File: config.mk
export PLATFORM = sky130hd
export DESIGN_NAME = muldiv_unit
export DESIGN_NICKNAME = d
export VERILOG_FILES = /design/src/rtl/muldiv_unit.sv
export SDC_FILE = /design/constraint.sdc
export NUM_CORES = 1
export LEC_CHECK = 0
export CORE_ASPECT_RATIO = 0.75
export CORE_MARGIN = 2
export CORE_UTILIZATION = 50
export DETAILED_ROUTE_END_ITERATION = 6
export PLACE_DENSITY = 0.72
export REMOVE_ABC_BUFFERS = 1
export SLEW_MARGIN = 30
export SYNTH_ARGS = -nofsm -noshare
export SYNTH_HDL_FRONTEND = slang
export SYNTH_SLANG_ARGS = --single-unit
File: constraint.sdc
create_clock -name clk -period 8.31 [get_ports clk]
set_input_delay 2.0775 -clock clk [delete_from_list [all_inputs] [get_ports clk]]
set_output_delay 2.0775 -clock clk [all_outputs]
set_load 0.02 [all_outputs]
File: src/rtl/muldiv_unit.sv
// RV32M multiply/divide unit: one radix-2 step per cycle, 32 iterations.
// Divide-by-zero and signed overflow finish in one cycle.
module muldiv_unit #(
  parameter int XLEN = 32
) (
  input  logic            clk,
  input  logic            reset,
  input  logic            start,
  input  logic [2:0]      funct3,
  input  logic [XLEN-1:0] rs1_data,
  input  logic [XLEN-1:0] rs2_data,
  output logic            busy,
  output logic            done,
  output logic [XLEN-1:0] result
);

  typedef enum logic [1:0] {
    IDLE,
    MUL,
    DIV,
    DONE
  } state_t;

  state_t      state;
  state_t      state_nxt;

  logic [4:0]  cnt;
  logic [1:0]  op;
  logic [31:0] ma;
  logic [31:0] mb;
  logic        negq;
  logic        negr;
  logic [63:0] acc;

  logic        is_div;
  logic        s1;
  logic        s2;
  logic        sa;
  logic        sb;
  logic [31:0] abs1;
  logic [31:0] abs2;
  logic        divz;
  logic        ovf;
  logic        special;
  logic [31:0] spec_res;

  logic [32:0] mul_sum;
  logic [63:0] mul_nxt;
  logic [32:0] div_sh;
  logic        div_ge;
  logic [31:0] div_df;
  logic [63:0] div_nxt;
  logic [63:0] prod;
  logic [31:0] quo;
  logic [31:0] remv;
  logic [31:0] mul_res;
  logic [31:0] div_res;
  logic        last;

  // Operand decode at issue: signedness, magnitudes, one-cycle cases.
  always_comb begin
    is_div   = funct3[2];
    s1       = is_div ? ~funct3[0] : (funct3[1:0] != 2'b11);
    s2       = is_div ? ~funct3[0] : ~funct3[1];
    sa       = s1 & rs1_data[31];
    sb       = s2 & rs2_data[31];
    abs1     = sa ? -rs1_data : rs1_data;
    abs2     = sb ? -rs2_data : rs2_data;
    divz     = is_div && (rs2_data == 32'h0);
    ovf      = is_div && !funct3[0] &&
               (rs1_data == 32'h8000_0000) &&
               (rs2_data == 32'hFFFF_FFFF);
    special  = divz | ovf;
    spec_res = divz ? (funct3[1] ? rs1_data : 32'hFFFF_FFFF)
                    : (funct3[1] ? 32'h0 : 32'h8000_0000);
  end

  // One shift-add or restoring-subtract step, plus final sign fixup.
  always_comb begin
    mul_sum = {1'b0, acc[63:32]} + (acc[0] ? {1'b0, ma} : 33'd0);
    mul_nxt = {mul_sum, acc[31:1]};
    div_sh  = {acc[63:32], acc[31]};
    div_ge  = div_sh >= {1'b0, mb};
    div_df  = div_sh[31:0] - mb;
    div_nxt = div_ge ? {div_df, acc[30:0], 1'b1}
                     : {div_sh[31:0], acc[30:0], 1'b0};
    prod    = negq ? -mul_nxt : mul_nxt;
    quo     = negq ? -div_nxt[31:0] : div_nxt[31:0];
    remv    = negr ? -div_nxt[63:32] : div_nxt[63:32];
    mul_res = (op == 2'b00) ? prod[31:0] : prod[63:32];
    div_res = op[1] ? remv : quo;
    last    = (cnt == 5'd31);
  end

  // State register.
  always_ff @(posedge clk) begin
    if (reset) state <= IDLE;
    else       state <= state_nxt;
  end

  // Next-state and status outputs.
  always_comb begin
    state_nxt = state;
    busy      = 1'b0;
    done      = 1'b0;
    unique case (state)
      IDLE: begin
        if (start) begin
          if (!funct3[2])   state_nxt = MUL;
          else if (special) state_nxt = DONE;
          else              state_nxt = DIV;
        end
      end
      MUL: begin
        busy = 1'b1;
        if (last) state_nxt = DONE;
      end
      DIV: begin
        busy = 1'b1;
        if (last) state_nxt = DONE;
      end
      DONE: begin
        done      = 1'b1;
        state_nxt = IDLE;
      end
    endcase
  end

  // Operand latch, iteration datapath and result register.
  always_ff @(posedge clk) begin
    if (reset) begin
      cnt    <= 5'd0;
      op     <= 2'd0;
      ma     <= 32'd0;
      mb     <= 32'd0;
      negq   <= 1'b0;
      negr   <= 1'b0;
      acc    <= 64'd0;
      result <= 32'd0;
    end else begin
      unique case (state)
        IDLE: begin
          if (start) begin
            op   <= funct3[1:0];
            ma   <= abs1;
            mb   <= abs2;
            negq <= sa ^ sb;
            negr <= sa;
            cnt  <= 5'd0;
            acc  <= is_div ? {32'd0, abs1} : {32'd0, abs2};
            if (special) result <= spec_res;
          end
        end
        MUL: begin
          acc <= mul_nxt;
          cnt <= cnt + 5'd1;
          if (last) result <= mul_res;
        end
        DIV: begin
          acc <= div_nxt;
          cnt <= cnt + 5'd1;
          if (last) result <= div_res;
        end
        DONE: begin
        end
      endcase
    end
  end

endmodule

# Word level (Yosys, flattened, before mapping)
# Index checks and enable logic that the tools add are counted.
[word_totals]
output_inout_bits = 34
memories = 0
register_bits = 171
wordCells = 83
mem_bits_ro = 0
latchBits = 0
ram_bits = 0
in_bits = 70
[classes]
div_mod_pow = 0
n_bitwise = 6
magnitude_cmp = 1
n_eq_ne = 12
reduce_logical = 16
addsub = 8
n_shift = 0
muxes = 31
multipliers = 0
[ops]
columns = ["cell", "n"]
rows = [
  ["32-bit two-way mux", 15],
  ["64-bit two-way mux", 3],
  ["64-bit one-hot mux with 3 select lines", 1],
  ["32-bit negator", 4],
  ["32-bit one-hot mux with 3 select lines", 1],
  ["32-bit == test, second input constant", 2],
  ["64-bit negator", 1],
  ["32-bit by 32-bit adder with 33-bit output", 1],
  ["33-bit by 32-bit greater-or-equal comparator with 1-bit output", 1],
  ["32-bit logical NOT", 1],
  ["32-bit subtractor", 1],
  ["2-bit != test, second input constant", 5],
  ["5-bit one-hot mux with 2 select lines", 1],
  ["2-bit AND reduction", 4],
  ["2-bit two-way mux", 3],
  ["2-bit one-hot mux with 3 select lines", 1],
  ["5-bit by 1-bit adder with 5-bit output, second input constant", 1],
  ["5-bit == test, second input constant", 1],
  ["1-bit two-way mux", 5],
  ["5-bit two-way mux", 1],
  ["5-bit AND reduction", 1],
  ["2-bit == test, second input constant", 2],
  ["1-bit logical AND", 4],
  ["2-bit logical NOT", 2],
  ["other kinds (10)", 12],
]

# Longest topological paths before layout
[depth]
ltp_word = 9
mapped_depth = 26
depth_no_buf = 21

# Worst setup path before layout
# No wires, ideal clock.
[synth_path]
path_kind = "register -> register"
startpoint = "reg acc[31]"
endpoint = "reg result[30]"
path_stages_with_launch = 27
n_path_buf = 5
setup_ns = 0.140
slack_ns = 2.062
t_arrival_ns = 6.108
required_ns = 8.170
period_less_slack_ns = 6.248
path_cell_list = "dfxtp_1 > clkbuf_1 > inv_1 > ha_1 > nand2b_1 > a21boi_2 > o211ai_1 > a211o_1 > nand2_4 > clkbuf_1 > buf_1 > clkbuf_1 > buf_1 > nand2_1 > o21ai_0 > ha_1 > nor3b_1 > nand2_1 > or3_1 > or3_1 > nor3_1 > a31o_2 > o211ai_1 > or4_1 > or3_1 > o221ai_1 > a221oi_1"
[synth_via]
elab_chain_cells = 7
[synth_rtl]
columns = ["element", "line", "source"]
rows = [
  ["start: declaration", "33", "logic [63:0] acc;"],
  ["start signal: assignment", "150", "acc <= is_div ? {32'd0, abs1} : {32'd0, abs2};"],
  ["start signal: assignment", "155", "acc <= mul_nxt;"],
  ["start signal: assignment", "160", "acc <= div_nxt;"],
  ["32-bit subtractor or 33-bit by 32-bit greater-or-equal comparator with 1-bit output (tied branches)", "84, 83", ""],
  ["64-bit two-way mux", "85", "div_nxt = div_ge ? {div_df, acc[30:0], 1'b1}"],
  ["32-bit negator, on equally long branches", "89, 88", ""],
  ["32-bit two-way mux, on equally long branches", "89, 88", ""],
  ["32-bit two-way mux", "91", "div_res = op[1] ? remv : quo;"],
  ["32-bit two-way mux", "162", "if (last) result <= div_res;"],
  ["32-bit one-hot mux with 3 select lines *", "141", "unique case (state)"],
  ["end signal: assignment", "151", "if (special) result <= spec_res;"],
  ["end signal: assignment", "157", "if (last) result <= mul_res;"],
  ["end signal: assignment", "162", ""],
  ["end: declaration", "14", "output logic [XLEN-1:0] result"],
]
# Mark *: on every way between the ends. The rest lies on a longest branch, timed or not. The select of a mux whose other input is x is not followed.
# A chain may end at the register's enable or synchronous reset.

# Worst setup path after layout
[layout_path]
startpoint = "reg acc[35]"
endpoint = "reg result[30]"
# Same word-level chain as after synthesis.

==> summary.txt <==
Run status
  • Status: complete, but fails checks
  • Failing checks: design-rule violations

Detailed routing
  • DR WL/cell: 26.3 um
  • Pre-antenna DRT Iters: 7
  • Final ANT Viol Nets: 0
  • Vias: 20,500
  • DRC viols: 1
  • Vias/cell: 6.91
  • Drt first-iter violations: 3,211
  • Total Routed Length: 78,000 um

Synth
  • Synth cell count leaders: nor2_1, nand2_1, o21ai_0
  • Largest family of logic cells by synthesized area: compound AO/OA/AOI/OAI gates
  • Asr flop ratio synth: 0
  • Mean Syn Cell Area: 7.11 um2
  • Mux cell area share after synthesis: 0.0264
  • Post-Synth Adder-Cell Area: 0.0553
  • Post-synthesis cell count: 2,521
  • Synth top area share: 0.191
  • Post-Synth XOR/XNOR Area: 0.0933
  • Synthesized flop and latch total: 171
  • Post-synth EDFFs: 0
  • Yosys cell types: 102
  • Most numerous cell in the Yosys netlist: nor2_1
  • Netlist Area Pre-Place: 17,900 um2
  • Synth Flop Type: dfxtp_1
  • Cell taking the most area after synthesis: dfxtp_1
  • Ys Warns: 0
  • Simple-Gate Fraction of Synth Area: 0.250
  • Synth area leaders: dfxtp_1, nor2_1, xnor2_1
  • Post-synthesis compound-gate area fraction: 0.325
  • Seq/Total Area, Yosys: 0.191

STA
  • Minimum clock period: 6.49 ns
  • Final max-slew violation count: 0
  • RSZ-0062 raised after global routing: false
  • Total negative slack: 0 ns
  • Worst-margin pin slew: 1.07 ns
  • Peak Freq: 154 MHz
  • Final hold violation count: 0
  • Final setup viols: 0
  • Max_slew headroom: 0.278
  • Clk_skew: 0.0172 ns
  • Tcrit/Tclk final: 0.781

CTS
  • Clock transition at the registers of the reported paths: 0.09 ns
  • Cts bufs inserted: 17
  • TritonCTS clock tree: yes
  • H-tree depth: 4
  • Post-CTS Repair Setup Buffers: 0
  • PostCTS Resize Cnt: 0
  • Clock tree buffer depth: 2
  • Clock sinks: 171
  • Clock Root Buffer: clkbuf_16
  • Hold_buf cts: 0
  • Clk Latency, worst-skew pair: 0.45 ns

Place
  • Routability Congestion: 1.02
  • DPL Wire Length: 59,400 um
  • Area after DPL: 19,100 um2
  • IO Port Bufs: 103

Critical path
  • Crit end category: flip-flop
  • Critical Path RT: 8.63 ns
  • CP arrival: 6.81 ns
  • Kind of critical path: flip-flop to flip-flop
  • CP startpoint kind: flip-flop
  • CP Max Fanout: 11

Cells and area
  • Share of cells above drive strength 1: 0.0632
  • Nets: 2,636
  • Layout fillers: 3,445
  • Non-Filler Cell Area, Final: 19,700 um2
  • Syn-to-layout area delta: 9.98%
  • Multi-input combinational cell area: 13,500 um2
  • Register area: 3420 um2

Floorplanning
  • Die area: 37,400 um2
  • Core ar.: 35,600 um2
  • Initial Util: 0.504
  • Cell Rows: 60
  • Ports: 104
  • Die width: 223 um
  • Chip height: 168 um

GRT
  • Gr ovfl total: 0
  • Initial antenna violation count: 5
  • Largest net degree at the start of global routing: 97
  • First-pass GRT wire length: 116,000 um
  • GRT Total Usage: 0.405
  • Vias in the first global route: 18,400

Power and ir drop
  • Leak: 7.40 nW
  • Power density over the cells: 274 nW/um2
  • Power, Total: 5.40 mW
  • Worst vdd ir: 0.000628 V

Worst hold path
  • Hold Crit Class: flip-flop to flip-flop

Flow run
  • Max Cap Violations: 0
==> final cells by class <==
type,instances,area share
sequential,171,0.174
antenna,2,0.000254
timing repair buffer,142,0.0672
clock buffer,18,0.0223
tap,465,0.0295
inverter,77,0.0147
multi-input combinational,2079,0.684
clock inverter,14,0.00882
==> cells by family (layout without fill, tap and decap cells) <==
family	after synthesis	count (layout)
buffers and inverters	271	251
xor gates and xnor gates	191	191
muxes	46	46
other	0	2
adders and majority gates	78	78
DFF	171	171
AOI/OAI and AO/OA	854	854
and+or+nand+nor	910	910
==> through the flow <==
| step | cells | util | setup WS, ns | hold slack (ns) |
|---|---|---|---|---|
| 5_1_grt | 2966 | 0.554 | 1.29 | 0.475 |
| 4_1_cts | 2966 | 0.554 | 2.00 | 0.459 |
| 3_5_place_dp | 2934 | 0.536 | 1.68 | 0.448 |
| 6_report | 2968 | 0.554 | 1.82 | 0.460 |
| 3_3_place_gp | 2934 | 0.536 | 1.68 | 0.450 |
| 2_1_floorplan | 2327 | - | 2.80 | 0.426 |
==> critical path, stage by stage, from the launching register on <==
cell and delay, ns:
dfxtp_1 0.48, ha_1 0.41, a21oi_1 0.48, nand2_1 0.13
o211ai_1 0.42, a211o_1 0.44, nand2_4 0.20, o21ai_0 0.39
ha_1 0.28, nor3b_1 0.32, nand2_1 0.16, or3_1 0.40
or3_1 0.32, nor3_1 0.13, a31o_2 0.20, o211ai_1 0.27
or4_1 0.62, or3_1 0.32, o221ai_1 0.26, a221oi_1 0.12
==> cell usage in the layout, fill, tap and decap left out, drive strengths merged, types with 41 or more instances in the layout <==
cell	count
a211oi	105
a21oi	166
a22oi	56
and2	52
clkdlybuf4s50	102
dfxtp	171
ha	76
inv	82
nand2	253
nor2	269
nor3	85
o21ai	184
o31ai	41
xnor2	110
xor2	81
==> state kept, by name, indices dropped and copies added, names as in the netlist <==
name / count
acc: 64
cnt: 5
ma: 32
mb: 32
negq: 1
negr: 1
op: 2
result: 32
state: 2
==> power by group <==
| part | switching [mW] | leakage [nW] | internal, mW | total (mW) |
|---|---|---|---|---|
| Clock | 0.424 | 0.294 | 0.441 | 0.865 |
| Combinational | 2.16 | 5.70 | 1.07 | 3.24 |
| Sequential | 0.307 | 1.40 | 0.996 | 1.30 |
| Total | 2.90 | 7.40 | 2.51 | 5.40 |
==> layer usage <==
layer	vias to the layer above	GRT usage	wire, um
met5	-	0	26
li1	9306	-	-
met2	1398	0.575	31000
met3	119	0.134	11600
met1	9687	0.586	33600
met4	4	0.0893	1820
==> final timing paths <==
| check | from | end | slack (ns) | cells past startpoint |
|---|---|---|---|---|
| setup / recovery | acc[35] | result[30] | 1.82 | 19 |
| hold / removal | result[8] | result[8] | 0.46 | 2 |
| setup reg to reg | acc[35] | result[30] | 1.82 | 19 |
| hold reg to reg | result[8] | result[8] | 0.46 | 2 |
Note: power is estimated with default switching activity, not from simulation.
